===== src/rtl/branch_pc_unit.sv =====
// Next-PC / branch-resolution stage: owns the architectural PC, the fetch
// handshake, control-transfer traps and the retire/branch/taken counters.
module branch_pc_unit #(
  parameter logic [31:0] RESET_PC    = 32'h0000_0000,
  parameter logic [31:0] TRAP_VECTOR = 32'h0000_0100,
  parameter int          CNT_W       = 32
) (
  input  logic             clk_i,
  input  logic             rst_ni,
  output logic             fetch_req_o,
  input  logic             fetch_ack_i,
  output logic [31:0]      pc_o,
  output logic [31:0]      pc_plus4_o,
  input  logic [6:0]       opcode_i,
  input  logic [2:0]       funct3_i,
  input  logic [31:0]      imm_i,
  input  logic [31:0]      rs1_i,
  output logic             br_unsign_o,
  input  logic             br_less_i,
  input  logic             br_equal_i,
  output logic             taken_o,
  output logic             retire_o,
  output logic             trap_o,
  output logic [1:0]       trap_cause_o,
  output logic [31:0]      trap_val_o,
  input  logic             trap_clr_i,
  output logic [CNT_W-1:0] retire_cnt_o,
  output logic [CNT_W-1:0] branch_cnt_o,
  output logic [CNT_W-1:0] taken_cnt_o
);

  localparam logic [6:0] OP_BRANCH = 7'b1100011;
  localparam logic [6:0] OP_JAL    = 7'b1101111;
  localparam logic [6:0] OP_JALR   = 7'b1100111;

  typedef enum logic {RUN, TRAP} state_t;

  state_t      state_q;
  logic [31:0] pc_q;

  logic        is_branch;
  logic        is_jal;
  logic        is_jalr;
  logic        br_legal;
  logic        br_cond;
  logic        transfer;
  logic        acked;
  logic        misaligned;
  logic        illegal;
  logic        retire;
  logic [31:0] target;
  logic [31:0] next_pc;

  always_comb begin
    is_branch = (opcode_i == OP_BRANCH);
    is_jal    = (opcode_i == OP_JAL);
    is_jalr   = (opcode_i == OP_JALR);
    br_legal  = (funct3_i != 3'b010) && (funct3_i != 3'b011);

    br_cond = 1'b0;
    case (funct3_i)
      3'b000:         br_cond = br_equal_i;
      3'b001:         br_cond = ~br_equal_i;
      3'b100, 3'b110: br_cond = br_less_i;
      3'b101, 3'b111: br_cond = ~br_less_i;
      default:        br_cond = 1'b0;
    endcase

    // JALR clears bit0 before the alignment check, so only bit1 can fault there.
    if (is_jalr) target = (rs1_i + imm_i) & ~32'h1;
    else         target = pc_q + imm_i;

    transfer   = is_jal || is_jalr || (is_branch && br_legal && br_cond);
    acked      = (state_q == RUN) && fetch_ack_i;
    misaligned = transfer && (target[1:0] != 2'b00);
    illegal    = is_branch && !br_legal;
    retire     = acked && !misaligned && !illegal;
    next_pc    = transfer ? target : pc_q + 32'd4;
  end

  assign br_unsign_o = is_branch && funct3_i[1];
  assign taken_o     = retire && transfer;
  assign retire_o    = retire;
  assign fetch_req_o = (state_q == RUN);
  assign trap_o      = (state_q == TRAP);
  assign pc_o        = pc_q;
  assign pc_plus4_o  = pc_q + 32'd4;

  always_ff @(posedge clk_i or negedge rst_ni) begin
    if (!rst_ni) begin
      state_q      <= RUN;
      pc_q         <= RESET_PC;
      trap_cause_o <= 2'd0;
      trap_val_o   <= 32'd0;
      retire_cnt_o <= '0;
      branch_cnt_o <= '0;
      taken_cnt_o  <= '0;
    end else begin
      case (state_q)
        RUN: begin
          if (acked) begin
            if (misaligned) begin
              state_q      <= TRAP;
              trap_cause_o <= 2'd1;
              trap_val_o   <= target;
            end else if (illegal) begin
              state_q      <= TRAP;
              trap_cause_o <= 2'd2;
              trap_val_o   <= pc_q;
            end else begin
              pc_q         <= next_pc;
              retire_cnt_o <= retire_cnt_o + CNT_W'(1);
              if (is_branch) branch_cnt_o <= branch_cnt_o + CNT_W'(1);
              if (is_branch && transfer) taken_cnt_o <= taken_cnt_o + CNT_W'(1);
            end
          end
        end
        TRAP: begin
          if (trap_clr_i) begin
            state_q      <= RUN;
            pc_q         <= TRAP_VECTOR;
            trap_cause_o <= 2'd0;
          end
        end
        default: state_q <= RUN;
      endcase
    end
  end

endmodule


===== config.mk =====
export PLATFORM = sky130hd
export DESIGN_NAME = branch_pc_unit
export DESIGN_NICKNAME = d
export VERILOG_FILES = /design/src/rtl/branch_pc_unit.sv
export SDC_FILE = /design/constraint.sdc
export NUM_CORES = 1
export LEC_CHECK = 0
export CORE_MARGIN = 4
export CORE_UTILIZATION = 35
export CTS_CLUSTER_SIZE = 20
export DETAILED_ROUTE_END_ITERATION = 10
export GPL_TIMING_DRIVEN = 0
export PLACE_DENSITY = 0.59
export RECOVER_POWER = 25
export SLEW_MARGIN = 20
export SYNTH_ARGS = -nofsm -noshare
export SYNTH_HDL_FRONTEND = slang
export SYNTH_SLANG_ARGS = --single-unit

===== constraint.sdc =====
create_clock -name clk_i -period 3.39 [get_ports clk_i]
set_clock_uncertainty 0.2 [all_clocks]
set_input_delay 0.5085 -clock clk_i [delete_from_list [all_inputs] [get_ports clk_i]]
set_output_delay 0.5085 -clock clk_i [all_outputs]
set_load 0.005 [all_outputs]

Yosys cells after proc, flatten, opt, wreduce, memory -nomap -nowiden. Index checks and enable logic that the tools add are counted. Widths: inputs -> output; s select.

Register bits after elaboration: 163.

Add/subtract/negate cells: 6. Equal/unequal tests: 15. Mux-type cells: 20. Bitwise operators: 5. Reduce and logical (&&, ||, !) cells: 27.

Operator list (count): $mux 32 (8); $add 32x1->32 const B (3); $add 32x32->32 (2); $pmux 32 s2 (1); $add 32x3->32 const B (1); $eq 7x7->1 const B (3); $eq 3x3->1 const B (4); $logic_and 1x1->1 (11); $reduce_and 5->1 (2); $mux 2 (4); $reduce_and 4->1 (2); $ne 2x2->1 const B (3); $ne 3x2->1 const B (2); $reduce_and 3->1 (2); $not 1->1 (5); $mux 1 (4); $pmux 1 s4 (1); $pmux 2 s2 (1); $reduce_bool 2->1 (2); $reduce_or 2->1 (2); $eq 3x1->1 const B (1); $logic_not 1->1 (3); $logic_not 3->1 (1); $ne 3x1->1 const B (1); other kinds (3) (4).

Longest topological paths before layout. Gate-level depths: netlist of the first run.

Word-level depth: 10. Depth in mapped cells: 14. Depth with buffers taken out: 13.

Least setup slack after synthesis of the first run. No wires, ideal clock.

Path type: input to register. From: input port imm_i[0]. To: register retire_cnt_o[11]. Library setup time: 80 ps. Arrival time: 2948 ps. Required time: 3110 ps. Path slack: 162 ps. Stages: 14. Buffers on the path: 2. Path through: and2_1 fa_1 nand3b_1 or4b_1 buf_2 o31ai_1 a21o_2 or3_4 inv_4 and3_1 buf_4 and2b_4 nand4_1 xnor2_1.

Cells in the longest elaborated chain, start to end: 6.

Ends and longest elaborated chain: start, declared (RTL line 16) `input logic [31:0] imm_i,`; $add 32x32->32 (on tied branches) (RTL line 71, 70); $mux 32 * (RTL line 70) `if (is_jalr) target = (rs1_i + imm_i) & ~32'h1;`; $reduce_bool 2->1 * (RTL line 75) `misaligned = transfer && (target[1:0] != 2'b00);`; $logic_and 1x1->1 * (RTL line 75); $not 1->1 (no source line) *; $reduce_and 4->1 (no source line) *; end signal, assigned (RTL line 112) `retire_cnt_o <= retire_cnt_o + CNT_W'(1);`; end, declared (RTL line 27) `output logic [CNT_W-1:0] retire_cnt_o,`.

Mark *: on every way between the ends. The rest lies on a longest branch, timed or not. A chain may end at the register's enable or synchronous reset.

Final worst setup path of the first run.
From: register pc_q[0], in the netlist pc_o[0]. To: output port retire_o.

Cells in the longest elaborated chain, start to end: 7.

Ends and longest elaborated chain: start, declared (RTL line 39) `logic [31:0] pc_q;`; start signal, assigned (RTL line 111) `pc_q <= next_pc;`; $add 32x32->32 (RTL line 71) `else target = pc_q + imm_i;`; $mux 32 (RTL line 70); $reduce_bool 2->1 (RTL line 75); $logic_and 1x1->1 (RTL line 75); $logic_not 1->1 (RTL line 77) `retire = acked && !misaligned && !illegal;`; $logic_and 1x1->1 (2 in a row) (RTL line 77); end, declared (RTL line 22) `output logic retire_o,`.

Every way passes these cells.

==> metrics.md, run 1 <==
| Metric | Value |
|---|---|
| Num CTS Buffers | 17 |
| Final Wtd Congestion | 0.930 |
| Switching power | 0.00264 W |
| DR vias | 11800 |
| Syn Area/Cell | 8.55 um^2 |
| Initial DRC count | 850 |
| Crit path DAT | 2.76 ns |
| Sw frac | 35.8% |
| MaxCap Viol Count | 1 |
| Syn_nets | 1517 |
| Pint | 0.00473 W |
| Largest net degree at the start of global routing | 83 |
| Via density | 5.45 |
| Vias in the first global route | 11500 |
| Initial core utilization | 35.7% |
| Initial antenna violation count | 0 |
| RR Endpoint | retire_cnt_o[23]$_DFFE_PN0P_ |
| Most frequent cells in the layout | clkdlybuf4s50_1 (255), nand2_1 (186), dfrtp_1 (153) |
| Met1 Usage GRT | 31.3% |
| Sequential share of power | 32.8% |
| Synth Warn # | 0 |
| Worst-margin pin slew | 2.11 ns |
| # rows | 66 |
| Sequential share of the synthesized area | 34.8% |
| Post-Synthesis Cells | 1370 |
| FF-to-FF Start | pc_o[0]$_DFFE_PN0P_ |
| Maximum clock insertion buffer count | 2 |
| Clk_lat worst skew | 0.44 ns |
| Leak | 7.35 nW |
| Wire per inst | 20.2 um |
| Die H | 191 um |
| Power Dens Cells | 440 nW/um^2 |
| IO Port Bufs | 277 |
| Global-route wire length before repair | 66600 um |
| Final Hold Fails | 0 |
| Largest cells by area after synthesis | dfrtp_1 (35%), xnor2_1 (7.9%), ha_1 (6.9%) |
| M3 GR Usage | 4.04% |
| Critical path endpoint | retire_o |
| Setup violations, final | 2 |
| Cell Area, Synth | 11700 um^2 |
| Met2 Use GR | 39.1% |
| Worst hold path type | flip-flop to flip-flop |
| Layout Area Growth over Synthesis | 43.0% |
| Tmin final | 3.46 ns |
| Initial DRT Pass Iterations | 5 |
| Root buffer cell | clkbuf_16 |
| Max-slew headroom | -40.6% |
| Busiest grt layer | met2 |
| Placement-stage cell area | 15100 um^2 |
| Clk pin slew, worst setup/hold paths | 0.06 ns |
| Combinational Power Share | 40.2% |
| RSZ-0062 raised after global routing | yes |
| Critical path fanouts, max | 5 |
| Fillers | 3180 |
| GRT Overall Usage | 23.4% |
| # DRC | 0 |
| Boundary Pins | 279 |
| Setup crit start | pc_o[0]$_DFFE_PN0P_ |
| Status | complete, but fails checks |
| Max VDD drop | 0.354 mV |
| # diodes | 0 |
| Seq cells post-synth | 163 |
| Synth top area share | 34.8% |
| CTS tree | built |
| Clk sinks | 163 |
| Post-route cell area | 16800 um^2 |
| Core Region | 32800 um^2 |
| Final WL | 43900 um |
| Post-DRT Antenna Nets | 0 |
| Ys flop type | dfrtp_1 |
| Final Cycle Share | 102% |
| Ys async rst share | 100% |
| Max Fclk | 0.289 GHz |
| Reg2Reg Depth | 14 |
| Worst R2R Setup Slack | 0.01 ns |
| Die Wd | 191 um |
| Fin. max-slew vios | 82 |
| Layout cell share with drive strength beyond 1 | 14.2% |
| CTS H-Tree Depth | 4 |
| Post-synthesis cell type count | 79 |
| Post-synth top area cell | dfrtp_1 |
| Final nets | 1867 |
| Layout Utilization | 51.1% |
| GR Overflow Total | 0 |
| Failing checks | max-capacitance violations, max-slew violations, negative setup slack |
| Die area | 36400 um^2 |
| Post-DP HPWL | 34100 um |
| Worst setup EP type | output pin |
| Setup WS post-layout | -0.0746 ns |
| Crit path kind | flip-flop to output pin |
| Commonest non-fill, non-tap cell in the layout | clkdlybuf4s50_1 |
| EDFF count, synth | 0 |
| Critical Path RT | 2.68 ns |
| Clock power share | 26.9% |
| Crit start category | flip-flop |
==> per-stage QoR <==
step / power (W) / TNS [ns] / hold WS (ns) / worst slack (ns) / instances
after global routing: 0.00777 / -2.09 / 0.286 / -0.172 / 2174
after floorplan: 0.00378 / 0 / 0.0129 / 0.162 / 1370
after global placement: 0.00504 / -996.66 / 0.257 / -5.39 / 2089
after CTS: 0.00724 / -0.933 / 0.269 / -0.118 / 2158
final: 0.00737 / -0.145 / 0.268 / -0.0746 / 2174
after detailed placement: 0.00507 / -123.89 / 0.256 / -1.57 / 2090
==> sequential cells by signal, indices dropped and copies added, names as in the netlist <==
register	count
pc_o	32
trap_o	1
branch_cnt_o	32
trap_cause_o	2
trap_val_o	32
retire_cnt_o	32
taken_cnt_o	32
==> worst max-delay path: stages (launching register included) <==
cell	delay, ns
dfrtp_1	0.41
ha_2	0.21
fa_2	0.46
nor2_4	0.19
nor4_2	0.08
a21o_2	0.23
or3_4	0.42
inv_8	0.10
clkbuf_16	0.14
buf_6	0.09
==> cells in the mapped netlist, types with 5 or more instances <==
cell type,number
mux2i_1,10
o211ai_1,9
nor4_1,5
nor2_1,91
nand3_1,53
xor2_1,73
nand2_1,191
and2_1,7
clkbuf_1,49
a21o_1,33
xnor2_1,106
o21bai_1,10
nor2b_1,10
nor3b_1,10
o221ai_1,12
dfrtp_1,163
nor3_1,28
ha_1,65
o21a_1,13
buf_2,9
o21ai_0,108
nand4_1,32
and4_1,9
a31oi_1,11
and3_1,41
a211oi_1,7
a22oi_1,10
inv_1,16
a21oi_1,97
==> power by group through the flow <==
stage / Combinational, W / Sequential (W) / Clock [W]
6_report: 0.00297 / 0.00242 / 0.00198
5_1_grt: 0.00323 / 0.00245 / 0.00210
4_1_cts: 0.00282 / 0.00240 / 0.00202
3_5_place_dp: 0.00263 / 0.00244 / 0
3_3_place_gp: 0.00261 / 0.00244 / 0
2_1_floorplan: 0.00141 / 0.00236 / 0
==> area by class of cell <==
cell class / count / area [um^2] / area share [%]
plain buffers: 56 / 325 / 1.94
clock inverters: 13 / 161 / 0.964
flip-flops and latches: 163 / 4090 / 24.4
repair buffers: 338 / 3220 / 19.2
well taps: 442 / 553 / 3.30
clock buffers: 18 / 429 / 2.56
multi-input cells: 1126 / 7890 / 47.1
inverters: 18 / 80.1 / 0.478
==> layer usage <==
metal  wire length, um  part of all wire (%)
met1             19200                    44
met3              3010                   6.8
met5                 0                     0
met4              1110                   2.5
met2             20600                    47
==> cell families after synthesis <==
group           count (synthesis)  synth area share (%)
compound gates                360                  19.2
buf+inv                        81                  2.85
simple gates                  509                  21.4
fa+ha+maj                      67                  7.29
flops                         163                  34.8
xor+xnor                      179                  13.4
mux                            11                 0.951
==> worst min-delay path by stage <==
stage,from,endpoint,cells past startpoint
floorplan,rst_ni,branch_cnt_o[0]$_DFFE_PN0P_,0
global placement,taken_cnt_o[31]$_DFFE_PN0P_,taken_cnt_o[31]$_DFFE_PN0P_,1
detailed placement,taken_cnt_o[31]$_DFFE_PN0P_,taken_cnt_o[31]$_DFFE_PN0P_,1
CTS,taken_cnt_o[31]$_DFFE_PN0P_,taken_cnt_o[31]$_DFFE_PN0P_,1
global route,taken_cnt_o[31]$_DFFE_PN0P_,taken_cnt_o[31]$_DFFE_PN0P_,1
finish,retire_cnt_o[31]$_DFFE_PN0P_,retire_cnt_o[31]$_DFFE_PN0P_,1
==> timing repair <==
| action | in CTS | in global routing |
|---|---|---|
| pin swaps | 23 | 25 |
| gates resized for setup | 166 | 74 |
| hold buffers | 1 | 0 |
| endpoints found under the setup margin | 145 | 93 |
| endpoints found under the hold margin | 81 | 0 |
| buffers inserted | 38 | 22 |
No activity file was read; power rests on OpenSTA's default activity.
==> inputs of run 2 (changes only) <==
- CTS_CLUSTER_DIAMETER: default -> 60
==> results of run 2 <==
Final layout, timing and power as in run 1 (identical DEF).
==> inputs of run 3 (changes only) <==
- CORE_ASPECT_RATIO: default -> 0.6
- SLEW_MARGIN: 20 -> default
==> metrics.md, run 3 (same netlist as run 1, synthesis figures left out) <==
| Metric | Value |
|---|---|
| Status | complete, but fails checks |
| Failing checks | max-capacitance violations, max-slew violations, negative setup slack |
| Global-route wire length before repair | 69800 um (+4.7%) |
| Post-DRT Antenna Nets | 0 (unchanged) |
| # rows | 51 (-23%) |
| Final Hold Fails | 0 (unchanged) |
| GRT Overall Usage | 24.7% (+1.3 points) |
| Hold Path Cell Cnt | 1 (unchanged) |
| # diodes | 0 (unchanged) |
| Critical Path RT | 2.68 ns (about the same) |
| FF-to-FF Start | pc_o[0]$_DFFE_PN0P_ |
| Cell total after placement | 2098 (+0.38%) |
| Max Fclk | 0.289 GHz (+0.23%) |
| Power Dens Cells | 458 nW/um^2 (+4.0%) |
| Post-DP HPWL | 36700 um (+7.4%) |
| Non-Filler Instances | 2165 (-0.41%) |
| Layout Area Growth over Synthesis | 42.2% |
| Final WL | 46300 um (+5.6%) |
| Leak | 7.29 nW (-0.88%) |
| Worst hold path type | flip-flop to flip-flop |
| Root buffer cell | clkbuf_16 |
| Max VDD drop | 0.356 mV (+0.41%) |
| Maximum clock insertion buffer count | 2 (unchanged) |
| CTS tree | built |
| Initial antenna violation count | 0 (unchanged) |
| Worst setup EP type | output pin |
| Clk_lat worst skew | 0.43 ns (about the same) |
| # DRC | 0 (unchanged) |
| Critical path fanouts, max | 4 (-1) |
| IO Port Bufs | 277 (unchanged) |
| Vias in the first global route | 11300 (-1.8%) |
| Hold_ws | 0.263 ns (-0.00465 ns) |
| Die area | 36500 um^2 (+0.27%) |
| Final nets | 1850 (-0.91%) |
| Final Cycle Share | 102% (-0.24 points) |
| Hold path start | retire_cnt_o[31]$_DFFE_PN0P_ |
| Die H | 150 um (-22%) |
| Initial core utilization | 35.8% (+0.053 points) |
| Core Region | 32700 um^2 (-0.15%) |
| RR Endpoint | retire_cnt_o[31]$_DFFE_PN0P_ |
| RSZ-0062 raised after global routing | yes |
| Initial DRT Pass Iterations | 7 (+2) |
| Reg2Reg Depth | 13 (-1) |
| Initial DRC count | 786 (-7.5%) |
| Endpoint, Worst Hold | retire_cnt_o[31]$_DFFE_PN0P_ |
| Die Wd | 244 um (+28%) |
| Boundary Pins | 279 (unchanged) |
| Final Wtd Congestion | 0.958 (+3.0%) |
| Crit start category | flip-flop |
| Via density | 5.47 (+0.39%) |
| Total Power | 0.00762 W (+3.4%) |
| Num CTS Buffers | 17 (unchanged) |
| Crit path kind | flip-flop to output pin |
| DR vias | 11800 (-0.025%) |
| Worst R2R Setup Slack | 0.11 ns (+0.10 ns) |
| GR Overflow Total | 0 (unchanged) |
| Fin. max-slew vios | 91 (+11%) |
| Largest net degree at the start of global routing | 92 (+11%) |
| Clk pin slew, worst setup/hold paths | 0.07 ns (about the same) |
| Clk sinks | 163 (unchanged) |
| Worst-margin pin slew | 2.33 ns (+0.217 ns) |
| Wire per inst | 21.4 um (+6.0%) |
| Setup WS post-layout | -0.0666 ns (+0.00800 ns) |
| Commonest non-fill, non-tap cell in the layout | clkdlybuf4s50_1 |
| MaxCap Viol Count | 1 (unchanged) |
| Setup violations, final | 2 (unchanged) |
| Layout cell share with drive strength beyond 1 | 13.5% (-0.73 points) |
| Tmin final | 3.46 ns (-0.00800 ns) |
| Crit path DAT | 2.75 ns (about the same) |
| Max-slew headroom | -55.0% (-14 points) |
| CTS H-Tree Depth | 4 (unchanged) |
| Most frequent cells in the layout | clkdlybuf4s50_1 (255), nand2_1 (187), dfrtp_1 (152) |
==> run 3: cell types whose count changed in the layout (fill, tap and decap cells not counted), moves of 5 or more <==
cell,change
buf_2,-5
ha_2,+5
clkbuf_1,-5
ha_1,-7
nor2_4,-5
buf_4,-13
==> run 3: repair_timing <==
action	in CTS	in global routing
gates resized for setup	148	87
hold buffers	1	0
endpoints found under the hold margin	90	0
setup endpoints to repair	144	85
buffers inserted	31	14
pin swaps	24	23
==> run 3: metrics by stage <==
stage | utilization, % | TNS, ns | area [um^2] | setup WS (ns)
after floorplan | - | 0 | 11700 | 0.162
after global placement | 46.0 | -989.01 | 15000 | -5.39
after detailed placement | 46.1 | -116.03 | 15100 | -1.45
after CTS | 49.9 | -0.311 | 16300 | -0.0874
after global routing | 50.9 | -1.70 | 16700 | -0.141
final | 50.9 | -0.127 | 16700 | -0.0666
==> run 3: layout make-up <==
| type | instances | area (um^2) |
|---|---|---|
| fillers | 3088 | 16100 |
| multi-input cells | 1126 | 7850 |
| flip-flops and latches | 163 | 4090 |
| repair buffers | 324 | 3120 |
| well taps | 450 | 563 |
| clock buffers | 17 | 425 |
| plain buffers | 53 | 315 |
| clock inverters | 14 | 211 |
| inverters | 18 | 82.6 |
==> run 3: per-layer routing <==
metal | GRT usage (%) | part of all wire (%) | up-vias
met5 | 0 | 0 | -
met4 | 4.87 | 1.5 | 0
met3 | 4.60 | 7.6 | 46
met2 | 35.5 | 41 | 462
met1 | 38.5 | 50 | 5727
li1 | - | - | 5605
==> run 3: critical path: stages (launching register included) <==
cell,delay (ns)
dfrtp_2,0.43
ha_4,0.18
fa_2,0.48
nor2_4,0.21
nor4_4,0.06
a21o_2,0.24
or3_4,0.37
inv_8,0.10
nand2_8,0.07
inv_8,0.08
buf_6,0.09
==> run 3: worst max path at each step <==
stage,slack [ns],end,startpoint,cells past startpoint
after detailed placement,-1.45,retire_o,imm_i[0],12
final,-0.07,taken_o,pc_o[0]$_DFFE_PN0P_,10
after CTS,-0.09,retire_o,rs1_i[0],12
after global placement,-5.39,taken_cnt_o[31]$_DFFE_PN0P_,rst_ni,1
after floorplan,0.16,retire_cnt_o[11]$_DFFE_PN0P_,imm_i[0],14
after global routing,-0.14,taken_o,pc_o[0]$_DFFE_PN0P_,10
==> run 3: power breakdown <==
group,total [W],switching [W],internal (W)
Clock,0.00216,0.000902,0.00126
Combinational,0.00303,0.00159,0.00143
Sequential,0.00244,0.000301,0.00213
Total,0.00762,0.00280,0.00483
